`config.mk`:
```
export PLATFORM = sky130hd
export DESIGN_NAME = hit_event_sequencer
export DESIGN_NICKNAME = d
export VERILOG_FILES = /design/src/rtl/hit_event_sequencer.sv
export SDC_FILE = /design/constraint.sdc
export NUM_CORES = 1
export LEC_CHECK = 0
export ABC_AREA = 1
export ABC_CLOCK_PERIOD_IN_PS = 3570
export BUFFER_PORTS_ARGS = -buffer_cell sky130_fd_sc_hd__buf_2
export CELL_PAD_IN_SITES_DETAIL_PLACEMENT = 2
export CELL_PAD_IN_SITES_GLOBAL_PLACEMENT = 2
export CORE_UTILIZATION = 35
export DETAILED_ROUTE_END_ITERATION = 8
export PLACE_DENSITY = 0.82
export RECOVER_POWER = 50
export SETUP_SLACK_MARGIN = 0.4
export SKIP_CTS_REPAIR_TIMING = 1
export SLEW_MARGIN = 20
export SYNTH_ARGS = -nofsm -noshare
export SYNTH_HDL_FRONTEND = slang
export SYNTH_SLANG_ARGS = --single-unit
```
`constraint.sdc`:
```
create_clock -name clk -period 3.57 [get_ports clk]
set_input_delay 0 -clock clk [delete_from_list [all_inputs] [get_ports clk]]
set_output_delay 0 -clock clk [all_outputs]
set_load 0.02 [all_outputs]
```
`src/rtl/hit_event_sequencer.sv`:
```
// hit_event_sequencer
//   Collects per-pixel collision codes over a video frame and, at each frame
//   boundary, turns them into game events: lives, score, freeze and
//   invulnerability timing.
//
// Ports
//   clk             : clock, all state on the rising edge
//   reset           : asynchronous, active-high reset
//   startOfFrame    : one-cycle frame boundary pulse
//   hit_type[2:0]   : per-pixel code (0 none, 1 life, 2 coin, 3 good, 4 bad)
//   start_game      : level-sampled start request (honoured in IDLE / GAME_OVER)
//   game_state[1:0] : 0 IDLE, 1 PLAY, 2 FREEZE, 3 GAME_OVER (FSM state, directly)
//   lives[2:0]      : current life count
//   score[15:0]     : current score, saturating at 0xFFFF
//   freeze          : high whenever game_state != PLAY
//   invulnerable    : high while the invulnerability counter is nonzero
//   life_lost_pulse : one cycle after a boundary that deducted a life
//   score_pulse     : one cycle after a boundary that changed the score
//
// Handshake: there is no flow control. Each event pulse is a single-cycle
// strobe that is valid together with the updated lives/score in the same cycle.
module hit_event_sequencer #(
  parameter int START_LIVES   = 3,
  parameter int MAX_LIVES     = 5,
  parameter int FREEZE_FRAMES = 60,
  parameter int INVULN_FRAMES = 120,
  parameter int COIN_POINTS   = 10,
  parameter int RING_POINTS   = 5
) (
  input  logic        clk,
  input  logic        reset,
  input  logic        startOfFrame,
  input  logic [2:0]  hit_type,
  input  logic        start_game,
  output logic [1:0]  game_state,
  output logic [2:0]  lives,
  output logic [15:0] score,
  output logic        freeze,
  output logic        invulnerable,
  output logic        life_lost_pulse,
  output logic        score_pulse
);

  localparam int FW = $clog2(FREEZE_FRAMES + 2);
  localparam int IW = $clog2(INVULN_FRAMES + 2);
  localparam logic [2:0] MAX_L = 3'(MAX_LIVES);

  typedef enum logic [1:0] {
    S_IDLE      = 2'd0,
    S_PLAY      = 2'd1,
    S_FREEZE    = 2'd2,
    S_GAME_OVER = 2'd3
  } state_t;

  state_t        state, state_n;
  logic [2:0]    lives_n;
  logic [15:0]   score_n;
  logic [FW-1:0] frz_cnt, frz_n;
  logic [IW-1:0] inv_cnt, inv_n;
  // flags: {bad, life, coin, good}; prev: {life, coin, good} of the last frame
  logic [3:0]    flags, flags_n, hit_vec;
  logic [2:0]    prev, prev_n, edges;
  logic          lost_n, spulse_n;
  logic [17:0]   sum;

  assign hit_vec = {hit_type == 3'd4, hit_type == 3'd1,
                    hit_type == 3'd2, hit_type == 3'd3};
  assign edges   = flags[2:0] & ~prev;
  assign sum     = 18'(score) + (edges[1] ? 18'(COIN_POINTS) : 18'd0)
                              + (edges[0] ? 18'(RING_POINTS) : 18'd0);

  always_comb begin
    state_n  = state;
    lives_n  = lives;
    score_n  = score;
    frz_n    = frz_cnt;
    inv_n    = inv_cnt;
    lost_n   = 1'b0;
    spulse_n = 1'b0;
    flags_n  = flags | hit_vec;
    prev_n   = prev;
    if (startOfFrame) begin
      // The boundary cycle's own hit already belongs to the new frame.
      flags_n = hit_vec;
      prev_n  = flags[2:0];
    end
    case (state)
      S_IDLE, S_GAME_OVER: begin
        if (start_game) begin
          state_n = S_PLAY;
          lives_n = 3'(START_LIVES);
          score_n = 16'd0;
          frz_n   = '0;
          inv_n   = '0;
          prev_n  = '0;
        end
      end
      S_PLAY: begin
        if (startOfFrame) begin
          if (inv_cnt != '0) inv_n = inv_cnt - 1'b1;
          // bad is judged against the counter value before this decrement
          if (flags[3] && inv_cnt == '0) begin
            lost_n = 1'b1;
            if (lives <= 3'd1) begin
              state_n = S_GAME_OVER;
              lives_n = 3'd0;
            end else begin
              state_n = S_FREEZE;
              lives_n = lives - 3'd1;
              frz_n   = FW'(FREEZE_FRAMES);
            end
          end else begin
            if (edges[2] && lives < MAX_L) lives_n = lives + 3'd1;
            score_n  = (sum > 18'h0FFFF) ? 16'hFFFF : sum[15:0];
            spulse_n = (score_n != score);
          end
        end
      end
      S_FREEZE: begin
        if (startOfFrame) begin
          if (frz_cnt <= FW'(1)) begin
            state_n = S_PLAY;
            frz_n   = '0;
            inv_n   = IW'(INVULN_FRAMES);
          end else begin
            frz_n = frz_cnt - 1'b1;
          end
        end
      end
      default: state_n = S_IDLE;
    endcase
  end

  always_ff @(posedge clk or posedge reset) begin
    if (reset) begin
      state           <= S_IDLE;
      lives           <= 3'd0;
      score           <= 16'd0;
      frz_cnt         <= '0;
      inv_cnt         <= '0;
      flags           <= '0;
      prev            <= '0;
      freeze          <= 1'b1;
      invulnerable    <= 1'b0;
      life_lost_pulse <= 1'b0;
      score_pulse     <= 1'b0;
    end else begin
      state           <= state_n;
      lives           <= lives_n;
      score           <= score_n;
      frz_cnt         <= frz_n;
      inv_cnt         <= inv_n;
      flags           <= flags_n;
      prev            <= prev_n;
      freeze          <= (state_n != S_PLAY);
      invulnerable    <= (inv_n != '0);
      life_lost_pulse <= lost_n;
      score_pulse     <= spulse_n;
    end
  end

  assign game_state = state;

endmodule

```
Word-level counts from Yosys, hierarchy flattened
Index checks and enable logic that the tools add are counted.
{"block": "totals", "elab_cells": 94, "reg_bits": 45}
{"block": "classes", "n_reduce_logical": 11, "order_cmp": 4, "bitwise": 3, "n_mux": 43, "n_eq_ne": 16, "n_addsub": 6}
{"operator": "2-to-1 mux 16 bit", "n": 4}
{"operator": "2-to-1 mux 6 bit", "n": 6}
{"operator": "2-to-1 mux 7 bit", "n": 5}
{"operator": "one-hot mux 16 bit (2 select lines)", "n": 1}
{"operator": "2-to-1 mux 3 bit", "n": 9}
{"operator": "one-hot mux 7 bit (3 select lines)", "n": 1}
{"operator": "adder 17 x 3 -> 18 bit", "n": 1}
{"operator": "greater-than comparator 18 x 16 -> 1 bit (second input constant)", "n": 1}
{"operator": "one-hot mux 6 bit (3 select lines)", "n": 1}
{"operator": "adder 16 x 4 -> 17 bit", "n": 1}
{"operator": "inequality test 16 bit", "n": 1}
{"operator": "nonzero test 7 bit", "n": 2}
{"operator": "inequality test 2 bit (second input constant)", "n": 6}
{"operator": "2-to-1 mux 2 bit", "n": 5}
{"operator": "2-to-1 mux 4 bit", "n": 2}
{"operator": "AND reduction 4 bit", "n": 2}
{"operator": "logical NOT 7 bit", "n": 1}
{"operator": "2-to-1 mux 1 bit", "n": 7}
{"operator": "subtractor 7 x 1 -> 7 bit (second input constant)", "n": 1}
{"operator": "== test 3 x 2 -> 1 bit (second input constant)", "n": 2}
{"operator": "<= comparator 6 x 1 -> 1 bit (second input constant)", "n": 1}
{"operator": "one-hot mux 2 bit (3 select lines)", "n": 1}
{"operator": "one-hot mux 3 bit (2 select lines)", "n": 1}
{"operator": "subtractor 6 x 1 -> 6 bit (second input constant)", "n": 1}
{"operator": "other kinds (18)", "n": 20}

Longest topological paths before layout
{"block": "depth", "depth_word": 11, "depth_mapped": 18}

Least setup slack after synthesis
No wires, ideal clock.
{"block": "synth_path", "path_type": "register to register", "startpoint": "register state[0] (netlist: game_state[0])", "endpoint": "register score[10]", "period_less_slack_ns": 2.027, "path_buffers": 1, "setup_time_ns": 0.077, "path_slack_ns": 1.543, "stages_incl_launch_ff": 13, "arrival_time_ns": 1.950, "path_cell_list": "dfrtp_1 inv_1 ha_1 inv_2 nor2_2 inv_2 o21ai_1 a21oi_1 nand2_4 inv_2 buf_6 a21oi_1 a21oi_1"}
{"block": "synth_between", "elab_chain_cells": 4, "word_cells_on_any_way": 10}
{"item": "start: declaration", "line": "55", "source": "state_t state, state_n;"}
{"item": "start signal: assignment", "line": "148", "source": "state <= state_n;"}
{"item": "== test 2 bit or logical NOT 2 bit (tied branches)", "line": "87", "source": "case (state)"}
{"item": "OR reduction 2 bit", "line": "87"}
{"item": "inequality test 2 bit (no line) or nonzero test 2 bit (tied branches)"}
{"item": "AND reduction 4 bit (no line)"}
{"item": "end signal: assignment", "line": "150", "source": "score <= score_n;"}
{"item": "end: declaration", "line": "37", "source": "output logic [15:0] score,"}
Several ways; a longest one is shown, not always the timed one.
A chain may end at the register's enable or synchronous reset.

Final worst setup path
{"block": "layout_path", "startpoint": "register state[0] (netlist: game_state[0])", "endpoint": "register score[7]"}
The elaborated chain is that of the path after synthesis.

==> flow_summary_export.csv <==
group,metric,value,unit
worst_setup_path,cp-start-kind,"flop",
global_route,grtUsageTotal,23.78,%
logic_synthesis,synth-seq-area-share,37.35,%
clock_tree,cts_root_buf,"clkbuf_8",
die,die_h,94.86,µm
die,die_area,0.008997,mm²
global_route,antenna_found_initial,0,
die,die_x,94.86,µm
worst_setup_path,cp_slowest_cell,"dfrtp_1",
die,ios,32,
drt,wl_per_cell,17.14,µm
layout,layout_common_cells,"nand2_1, inv_1, dfrtp_1",
placed_design,io_buffers,31,
flow_run,drv_cap,1,
die,coreArea,0.008299,mm²
placed_design,dp.cells,566,
power_and_ir_drop,ir_drop,272.8,µV
drt,drc,0,
sta,fin_crit,2628,ps
placed_design,gp_congestion,0.7697,
logic_synthesis,synth-edff-count,0,
power_and_ir_drop,clkPwrFrac,14.1,%
global_route,grt_pass1_vias,3265,
sta,tns,0,ps
sta,setup_viol,0,
die,rows,33,
power_and_ir_drop,netSwitchingFraction,52.09,%
clock_tree,htreeDepth,2,
power_and_ir_drop,leakagePower,0.001753,µW
clock_tree,clockBufferDepth,2,
layout,layout_commonest_cell,"nand2_1",
worst_setup_path,cpLargestDelayFamily,"buffers and inverters",
layout,fin_nets,491,
clock_tree,cts_sinks,45,
layout,fin_cells,580,
drt,vias_per_cell,5.279,
logic_synthesis,syn_nets,455,
die,start_util,36.36,%
drt,firstDrtPassIters,5,
sta,report.final.hold_viol_count,0,
sta,fmax,0.3805,GHz
layout,area_delta_synth_final,12.27,%
layout,insertedDiodeCount,0,
global_route,grt_pass1_wl,16.38,mm
power_and_ir_drop,intPower,1155,µW
drt,vias,3062,
clock_tree,insertion_delay,310,ps
logic_synthesis,synth_seq_cells,45,
sta,rsz0062_at_grt,"false",
worst_setup_path,crit_type,"flop to flop",
global_route,grt-ovfl-total,0,
worst_setup_path,path_buf_inv,4,
logic_synthesis,synth-async-reset-ratio,100.0,%
drt,ant_nets,0,
hold_path,hp-class,"input port to flop",
power_and_ir_drop,powerDensity,711.7,mW/mm²
power_and_ir_drop,power,2411,µW
worst_setup_path,slowest_delay,450,ps
global_route,grt_max_degree,46,
worst_setup_path,end_kind,"flop",
logic_synthesis,synth_cells,438,
worst_setup_path,cp_common_cell,"inv_2",
logic_synthesis,ys_warn_count,0,
clock_tree,tritoncts,"yes",
clock_tree,numCtsBuffers,5,
sta,timing.final.crit_share,73.62,%
worst_setup_path,cp_cell_sequence,"inv_1, ha_1, inv_2, nor2_2, inv_2, o21ai_1, a21oi_1, nand2_4, inv_2, o21ai_0, nand2_1, o21ai_1",
worst_setup_path,critical_path_required,3770,ps
power_and_ir_drop,power_frac_seq,30.6,%
logic_synthesis,netlist_area,0.003018,mm²
worst_setup_path,crit_path_max_fanout,15,
run_status,violations,"max-capacitance violations, max-slew violations",
sta,drv_slew,46,
logic_synthesis,ys.flop_type,"dfrtp_1",
layout,drive_gt1_share,9.053,%
power_and_ir_drop,combPwrFrac,55.2,%
logic_synthesis,syn_avg_cell_area,6.890,µm²
run_status,status,"finished with violations",
clock_tree,clk_pin_slew,100,ps
worst_setup_path,cp.arrival,2830,ps
drt,drtIter0Drc,82,
drt,wl,9.943,mm
placed_design,place_hpwl,7.591,mm
sta,slew_headroom,-42.52,%
logic_synthesis,ys_types,36,
sta,finClkSkew,11.22,ps
power_and_ir_drop,switchingPower,1256,µW
sta,worst_slew_pin_slew,2126,ps
[synth_stat cells, types with 2 or more instances]
cell type / instances / area (µm²)
nand2_1: 112 / 420.4
buf_2: 3 / 15.01
nor3_2: 2 / 20.02
nor3_1: 7 / 35.03
o31ai_1: 5 / 37.54
inv_1: 70 / 262.8
nor2_1: 34 / 127.6
xor2_1: 4 / 35.03
ha_1: 10 / 125.1
clkbuf_1: 3 / 11.26
nand3_1: 25 / 125.1
dfrtp_1: 44 / 1101
inv_2: 7 / 26.28
nor2_4: 2 / 22.52
o22ai_1: 3 / 18.77
nand2_2: 3 / 18.77
o21ai_1: 7 / 35.03
nand4_1: 10 / 62.56
nor2_2: 5 / 31.28
o211ai_1: 2 / 15.01
o21ai_0: 31 / 155.2
xnor2_1: 3 / 26.28
a21oi_1: 33 / 165.2
[path summary, 6_finish.rpt]
path / cells after the start / slack [ps] / to / from
worst max register to register: 12 / 940 / score[7] / game_state[0]
min in group asynchronous: 3 / 780 / score[15] / reset
worst min register to register: 2 / 540 / inv_cnt[1] / inv_cnt[1]
max in group asynchronous: 3 / 1820 / score[13] / reset
worst max-delay path: 12 / 940 / score[7] / game_state[0]
worst min-delay path: 4 / 40 / inv_cnt[1] / start_game
[flip-flops by register name (all words and copies together), names as in the netlist]
register	count
score	16
score_pulse	1
freeze	1
game_state	2
lives	3
life_lost_pulse	1
prev	3
frz_cnt	6
inv_cnt	7
flags	4
invulnerable	1
[power by group through the flow]
stage / sequential (µW) / clock [µW] / combinational (µW)
global placement: 740 / 0 / 1300
CTS: 739 / 355 / 1360
floorplan: 802 / 0 / 911
global route: 759 / 372 / 1510
detailed placement: 748 / 0 / 1350
finish: 739 / 341 / 1330
[per-layer routing]
layer	share of wire, %	GRT usage [%]	up-vias	routed length [µm]
met4	1.1	6.818	0	109
met1	46	29.31	1539	4583
met3	1.4	2.496	9	143
li1	-	-	1482	-
met2	51	43.41	32	5106
met5	0	0	-	0
[worst min-delay path, cell delays in order]
cell and delay, ps:
buf_2 110, nor2_2 70, nand2_1 60, nand2_1 60
[cell families (layout without fill, tap and decap cells)]
| group | Yosys count | in the layout | synth area share, % |
|---|---|---|---|
| AO/OA/AOI/OAI | 88 | 88 | 16.00 |
| flip-flops | 45 | 45 | 37.36 |
| adder cells (fa/ha/maj) | 10 | 10 | 4.146 |
| AND/OR/NAND/NOR | 203 | 203 | 29.52 |
| XOR/XNOR | 7 | 7 | 2.032 |
| buffers and inverters | 85 | 122 | 10.95 |
[through the flow]
stage | worst slack [ps] | cell area, µm² | hold WS (ps) | utilization (%)
floorplan | 1543 | 3018 | 95.66 | -
global placement | 1047 | 3263 | 203.5 | 39.32
detailed placement | 975.2 | 3263 | 211.6 | 39.32
CTS | 917.3 | 3353 | -130.3 | 40.40
global route | 688.8 | 3388 | 53.19 | 40.83
finish | 941.8 | 3388 | 37.25 | 40.83
[layout make-up]
class / count / area [µm²]
tap: 105 / 131.4
multi-input combinational: 308 / 1560
clock inverter: 3 / 21.27
clock buffer: 5 / 68.82
timing repair buffer: 37 / 188.9
sequential: 45 / 1127
fill: 1046 / 4911
inverter: 77 / 290.3
Note: power is estimated with default switching activity, not from simulation.
